### src/rtl/divisor_sat.sv
// Sequential saturating signed divider: restoring division, one quotient bit per clock,
// with clamping of overflow and divide-by-zero results to the representable range.
`timescale 1ns/1ps
module divisor_sat #(
  parameter int size = 22
) (
  input  logic                   clk,
  input  logic                   rst_n,
  input  logic                   start,
  input  logic signed [size-1:0] A,
  input  logic signed [size-1:0] B,
  output logic                   busy,
  output logic                   done,
  output logic signed [size-1:0] Div,
  output logic signed [size-1:0] Rem,
  output logic                   dz,
  output logic                   sat
);

  // state | meaning
  // IDLE  | waiting for start; result registers hold the last answer
  // CALC  | one restoring step per clock, MSB first
  // FIX   | apply signs/saturation, register result, pulse done
  typedef enum logic [1:0] {IDLE, CALC, FIX} state_t;

  localparam int CW = $clog2(size + 1);
  localparam logic [size-1:0] MAXV = {1'b0, {(size-1){1'b1}}};
  localparam logic [size-1:0] MINV = {1'b1, {(size-1){1'b0}}};

  state_t          state, state_n;
  logic [CW-1:0]   cnt;
  logic [size-1:0] dvd, bmag, quo, rem_r;
  logic            qsign, rsign, a_zero, b_zero;

  logic [size-1:0] amag_in, bmag_in, rem_step;
  logic [size:0]   trial;
  logic            ge;
  logic [size-1:0] div_fix, rem_fix;
  logic            dz_fix, sat_fix;

  assign amag_in = A[size-1] ? (~A + 1'b1) : A;
  assign bmag_in = B[size-1] ? (~B + 1'b1) : B;
  assign trial   = {rem_r, dvd[size-1]};
  assign ge      = trial >= {1'b0, bmag};
  assign rem_step = ge ? (trial[size-1:0] - bmag) : trial[size-1:0];
  assign busy    = (state != IDLE);

  always_comb begin
    state_n = state;
    case (state)
      IDLE:    if (start) state_n = CALC;
      CALC:    if (cnt == CW'(1)) state_n = FIX;
      FIX:     state_n = IDLE;
      default: state_n = IDLE;
    endcase
  end

  always_comb begin
    div_fix = qsign ? (~quo + 1'b1) : quo;
    rem_fix = rsign ? (~rem_r + 1'b1) : rem_r;
    dz_fix  = 1'b0;
    sat_fix = 1'b0;
    if (b_zero) begin
      dz_fix  = 1'b1;
      rem_fix = '0;
      if (a_zero) begin
        div_fix = '0;
      end else begin
        div_fix = rsign ? MINV : MAXV;
        sat_fix = 1'b1;
      end
    end else if (!qsign && (quo > MAXV)) begin
      // only min / -1 lands here
      div_fix = MAXV;
      rem_fix = '0;
      sat_fix = 1'b1;
    end
  end

  always_ff @(posedge clk or negedge rst_n) begin
    if (!rst_n) begin
      state  <= IDLE;
      cnt    <= '0;
      dvd    <= '0;
      bmag   <= '0;
      quo    <= '0;
      rem_r  <= '0;
      qsign  <= 1'b0;
      rsign  <= 1'b0;
      a_zero <= 1'b0;
      b_zero <= 1'b0;
      done   <= 1'b0;
      Div    <= '0;
      Rem    <= '0;
      dz     <= 1'b0;
      sat    <= 1'b0;
    end else begin
      state <= state_n;
      done  <= 1'b0;
      case (state)
        IDLE: if (start) begin
          dvd    <= amag_in;
          bmag   <= bmag_in;
          quo    <= '0;
          rem_r  <= '0;
          qsign  <= A[size-1] ^ B[size-1];
          rsign  <= A[size-1];
          a_zero <= (A == '0);
          b_zero <= (B == '0);
          cnt    <= CW'(size);
        end
        CALC: begin
          rem_r <= rem_step;
          quo   <= {quo[size-2:0], ge};
          dvd   <= {dvd[size-2:0], 1'b0};
          cnt   <= cnt - CW'(1);
        end
        FIX: begin
          Div  <= div_fix;
          Rem  <= rem_fix;
          dz   <= dz_fix;
          sat  <= sat_fix;
          done <= 1'b1;
        end
        default: ;
      endcase
    end
  end

endmodule
### config.mk
export PLATFORM = sky130hd
export DESIGN_NAME = divisor_sat
export DESIGN_NICKNAME = d
export VERILOG_FILES = /design/src/rtl/divisor_sat.sv
export SDC_FILE = /design/constraint.sdc
export NUM_CORES = 1
export LEC_CHECK = 0
export ABC_AREA = 1
export CAP_MARGIN = 20
export CORE_AREA = 10 10 138 140
export DETAILED_ROUTE_END_ITERATION = 6
export DIE_AREA = 0 0 148 150
export PLACE_DENSITY = 0.85
export REMOVE_ABC_BUFFERS = 1
export SYNTH_ARGS = -nofsm -noshare
export SYNTH_HDL_FRONTEND = slang
export SYNTH_SLANG_ARGS = --single-unit
export TNS_END_PERCENT = 30
### constraint.sdc
create_clock -name clk -period 3.3 [get_ports clk]
set_input_delay 0.495 -clock clk [delete_from_list [all_inputs] [get_ports clk]]
set_output_delay 0.495 -clock clk [all_outputs]
set_load 0.02 [all_outputs]
Word level (Yosys, flattened, before mapping)
Cells that the tools add are included.

storage, ports and cells
  bits in registers = 146
  bits in latches = 0
  bits in writable memories = 0
  bits in read-only memories = 0
  input port bits = 47
  output and inout port bits = 48
  word-level logic and storage cells = 69
  memories kept = 0

cells by class
  add/subtract/negate cells = 6
  $mul = 0
  div/mod/pow operators = 0
  $lt $le $gt $ge = 2
  eq/ne operators = 5
  shift-type cells = 0
  muxes and demuxes = 26
  bitwise operators = 5
  reduce and logical (&&, ||, !) cells = 10

operator list
  operator                                                                            count
  22-bit 2-to-1 mux                                                                   13
  22-bit case mux with 2 select lines                                                 3
  22-bit by 1-bit adder with 22-bit output (second input constant)                    4
  22-bit NOT                                                                          4
  22-bit logical NOT                                                                  2
  23-bit by 22-bit greater-or-equal comparator with 1-bit output                      1
  22-bit by 21-bit greater-than comparator with 1-bit output (second input constant)  1
  22-bit subtractor                                                                   1
  5-bit case mux with 2 select lines                                                  1
  2-bit AND reduction                                                                 3
  5-bit by 1-bit == test with 1-bit output (second input constant)                    1
  1-bit 2-to-1 mux                                                                    5
  5-bit 2-to-1 mux                                                                    1
  5-bit by 1-bit subtractor with 5-bit output (second input constant)                 1
  2-bit 2-to-1 mux                                                                    2
  2-bit inequality test (second input constant)                                       2
  2-bit case mux with 2 select lines                                                  1
  2-bit nonzero test                                                                  2
  2-bit by 1-bit == test with 1-bit output (second input constant)                    1
  2-bit == test (second input constant)                                               1
  2-bit logical NOT                                                                   1
  1-bit logical AND                                                                   1
  1-bit logical NOT                                                                   1
  1-bit XOR                                                                           1

Longest topological paths before layout
  depth after elaboration = 5
  mapped depth = 16
  depth with buffers taken out = 15

Worst setup path after synthesis
OpenSTA, ideal clock, no wires.

  path kind = register to register
  from = register rem_r[12]
  to = register rem_r[12]
  library setup time = 0.117 ns
  arrival = 1.785 ns
  required time = 3.183 ns
  path slack = 1.398 ns
  cell stages (with the launch flop) = 14
  buffers on the path = 2
  clock period less this slack = 1.902 ns
  cell sequence = dfrtp_1 ha_1 nand2_2 inv_1 nand2_1 nand2_1 a21oi_1 nand2_2 nand2_2 buf_6 buf_8 nand3b_1 nand3_1 nand2_1

on the way
  cells in the longest elaborated chain, start to end = 3

RTL lines
  element                                                         RTL line  text
  from (decl)                                                     32        logic [size-1:0] dvd, bmag, quo, rem_r;
  from (signal assigned)                                          113       rem_r <= rem_step;
  23-bit by 22-bit greater-or-equal comparator with 1-bit output  44        assign ge = trial >= {1'b0, bmag};
  22-bit 2-to-1 mux                                               45        assign rem_step = ge ? (trial[size-1:0] - bmag) : trial[size-1:0];
  22-bit case mux with 2 select lines                             100       case (state)

No other way between the ends.
A chain may end at the register's enable or synchronous reset.

Worst setup path after layout
  from = register rem_r[6]
  to = register rem_r[21]

on the way
  cells in the longest elaborated chain, start to end = 3
  elaborated cells between the ends (all ways) = 4
  classes of those cells = add/sub: 1; order compare: 1; mux: 2

RTL lines
  element                                                                                              RTL line
  22-bit subtractor or 23-bit by 22-bit greater-or-equal comparator with 1-bit output (tied branches)  45, 44
  22-bit 2-to-1 mux *                                                                                  45
  22-bit case mux with 2 select lines *                                                                100

Every way passes the cells marked *; elsewhere a longest branch is shown, timed or not.

==> impl_metrics.yaml <==
outcome:
  outcome: "finished, final reports clean"
detailed_routing:
  wirelength_microns: 26200
  viasPerCell: 5.67
  first_pass_iters: 6
  dr_total_vias: 9548
  post-route-drc-count: 0
  drt-initial-drc-count: 871
  post_drt_wl_per_cell_microns: 15.5
  drtAntennaViolNets: 0
sta:
  fin_crit_sh_pct: 73.6
  drv_slew: 0
  final.setup.tns_ns: 0
  fmax_mhz: 412
  slew_headroom_pct: 53.0
  rsz0062_at_grt: "no"
  tightest_slew_ns: 0.705
  setup_violations: 0
  skew_ns: 0.00955
  period_needed_ns: 2.43
  hold_viol_final: 0
placed_design:
  dp.cells: 1653
  port_buffers: 94
  routabilityCongestion: 0.967
  dpl.hpwl_microns: 19200
synth:
  synth-seq-cells: 146
  synth_async_sr_flop_share_pct: 100
  synth_cell_types: 44
  synth_top_area_share_pct: 38.1
  syn_inst: 1368
  yosysSeqAreaShare_pct: 38.1
  yosysTopAreaCell: "dfrtp_1"
  synth_edf_count: 0
  synthFlopType: "dfrtp_1"
  synth_area_sq_um: 9600
  ys_warn_count: 0
  synth.area.top_cells: "dfrtp_1 38%, nand2_1 15%, inv_1 6.5%, nand3_1 5.5%, o21ai_0 4.6%"
  syn_avg_cell_area_sq_um: 7.02
power:
  powerDensity_nw_per_um2: 1090
  power_uw: 12400
  clkPwrFrac_pct: 16.4
  p_sw_share_pct: 48.3
  p_leak_uw: 0.00544
  combPwrFrac_pct: 57.4
  irDropWorstVdd_mv: 0.597
  intPower_uw: 6410
  p_switching_uw: 5980
  seqPwrFrac_pct: 26.2
critical_path:
  cp-start-kind: "flop"
  cp.required_ns: 3.67
  arrival_ns: 2.80
  critical_path_peak_fanout: 23
  startpoint: "rem_r[6]"
  reg2reg_from: "rem_r[6]"
  worst-setup-path-type: "reg2reg"
  worstSetupEndpointType: "flop"
finish:
  area_delta_synth_final_pct: 18.1
  antenna_cells: 0
  layout.cells.non_filler: 1685
  fin_nets: 1528
  drive_above_1_share_pct: 6.01
clock_tree:
  postCtsSetupRepairBufs: 0
  cts_resized: 0
  htreeDepth: 4
  cts_buffers: 17
  clock_sinks: 146
  clk_pin_slew_ns: 0.07
  root_buffer: "clkbuf_16"
  insertion_delay_ns: 0.44
  cts.path.max_buffers: 2
  cts_tree: "yes"
  hold_buffers: 0
die:
  start_util_pct: 58.7
  core_sq_um: 16300
  die_width_microns: 148
  rows: 47
  io_pins: 95
  dieArea_sq_um: 22200
  die_h_microns: 150
global_routing:
  grt_pass1_vias: 9212
  antenna_found_initial: 0
  grt_usage_pct: 24.2
  grt_pass1_wl_microns: 44500
  grt_overflow: 0
  grt_max_degree: 66
hold_path:
  hp-class: "in2async"
job:
  cap_viol_max_count: 0
## path summary, 6_finish.rpt
path | to | slack [ns] | depth (start not counted)
setup / recovery | rem_r[21] | 0.87 | 11
hold / removal | bmag[6] | 0.03 | 1
setup reg to reg | rem_r[21] | 0.87 | 11
hold reg to reg | cnt[4] | 0.48 | 1
max in group asynchronous | Div[6] | 2.41 | 2
min in group clk | cnt[4] | 0.48 | 1
## cells by family after synthesis
kind of cell             share of synthesized area (%)
AND/OR/NAND/NOR                                   31.4
AO/OA/AOI/OAI                                     14.3
buffers and inverters                             9.29
flip-flops                                        38.1
XOR/XNOR                                          3.01
adder cells (fa/ha/maj)                           3.86
multiplexers                                     0.104
## stage by stage
| step | area, sq um | util [%] | hold slack (ns) | setup WS, ns |
|---|---|---|---|---|
| 2_1_floorplan | 9380 | - | 0.199 | 0.460 |
| 3_3_place_gp | 10700 | 65.6 | 0.463 | 0.864 |
| 3_5_place_dp | 10700 | 65.6 | 0.473 | 0.850 |
| 4_1_cts | 11300 | 69.4 | 0.0598 | 0.883 |
| 5_1_grt | 11300 | 69.4 | 0.0956 | 0.573 |
| 6_report | 11300 | 69.4 | 0.0272 | 0.872 |
## layer usage
metal	global-route usage, %	share of wire, %	vias to the layer above
li1	-	-	4653
met1	31.9	43	4450
met2	37.8	46	398
met3	5.40	8.2	47
met4	9.61	2.3	0
met5	0	0	-
## registers in the layout, indices dropped and copies added (netlist names)
signal / cells
sat: 1
dvd: 22
bmag: 22
quo: 22
state: 2
rem_r: 22
Rem: 22
Div: 22
dz: 1
a_zero: 1
done: 1
b_zero: 1
qsign: 1
rsign: 1
cnt: 5
## layout by cell type (no fill, tap or decap), drive strengths merged, types with 22 or more instances in the layout
cell and n:
nand2 398, inv 182, dfrtp 146, nor2 129, nand3 108, o21ai 98, clkdlybuf4s50 93, a21oi 50
ha 28, o22ai 27, xor2 22
## critical path: stages, from the launching register on
cell and delay [ns]:
dfrtp_1 0.45, ha_1 0.41, nand2_1 0.15, nor2_1 0.23, nand4_1 0.16, nor2_1 0.14
nor2_1 0.09, nand2_2 0.35, nand2_1 0.19, nand2_1 0.10, nand2_1 0.05, nand2_1 0.05
## area by class of cell
type	instances	area (sq um)
clock inverter	14	173
timing repair buffer	110	1070
clock buffer	18	439
multi-input combinational	998	5050
tap	220	275
sequential	146	3650
inverter	179	672
fill	1407	5010
## synth_stat cells (10+ instances only)
master,instances
o22ai_1,27
inv_2,10
nor3_1,19
nand3b_1,19
dfrtp_1,146
nand3_1,105
inv_1,166
nand4_1,17
xnor2_1,11
clkbuf_1,28
ha_1,28
nand2_1,389
xor2_1,22
nor2_1,118
o21ai_0,89
a22oi_1,20
a21oi_1,50
o211ai_1,14
## power by group through the flow
stage | logic (uW) | clock network (uW) | registers, uW
after floorplan | 4770 | 0 | 3340
after global placement | 6820 | 0 | 3200
after detailed placement | 6950 | 0 | 3240
after CTS | 7030 | 2050 | 3220
after global routing | 8040 | 2130 | 3350
final | 7110 | 2030 | 3240
No activity file was read; power rests on OpenSTA's default activity.
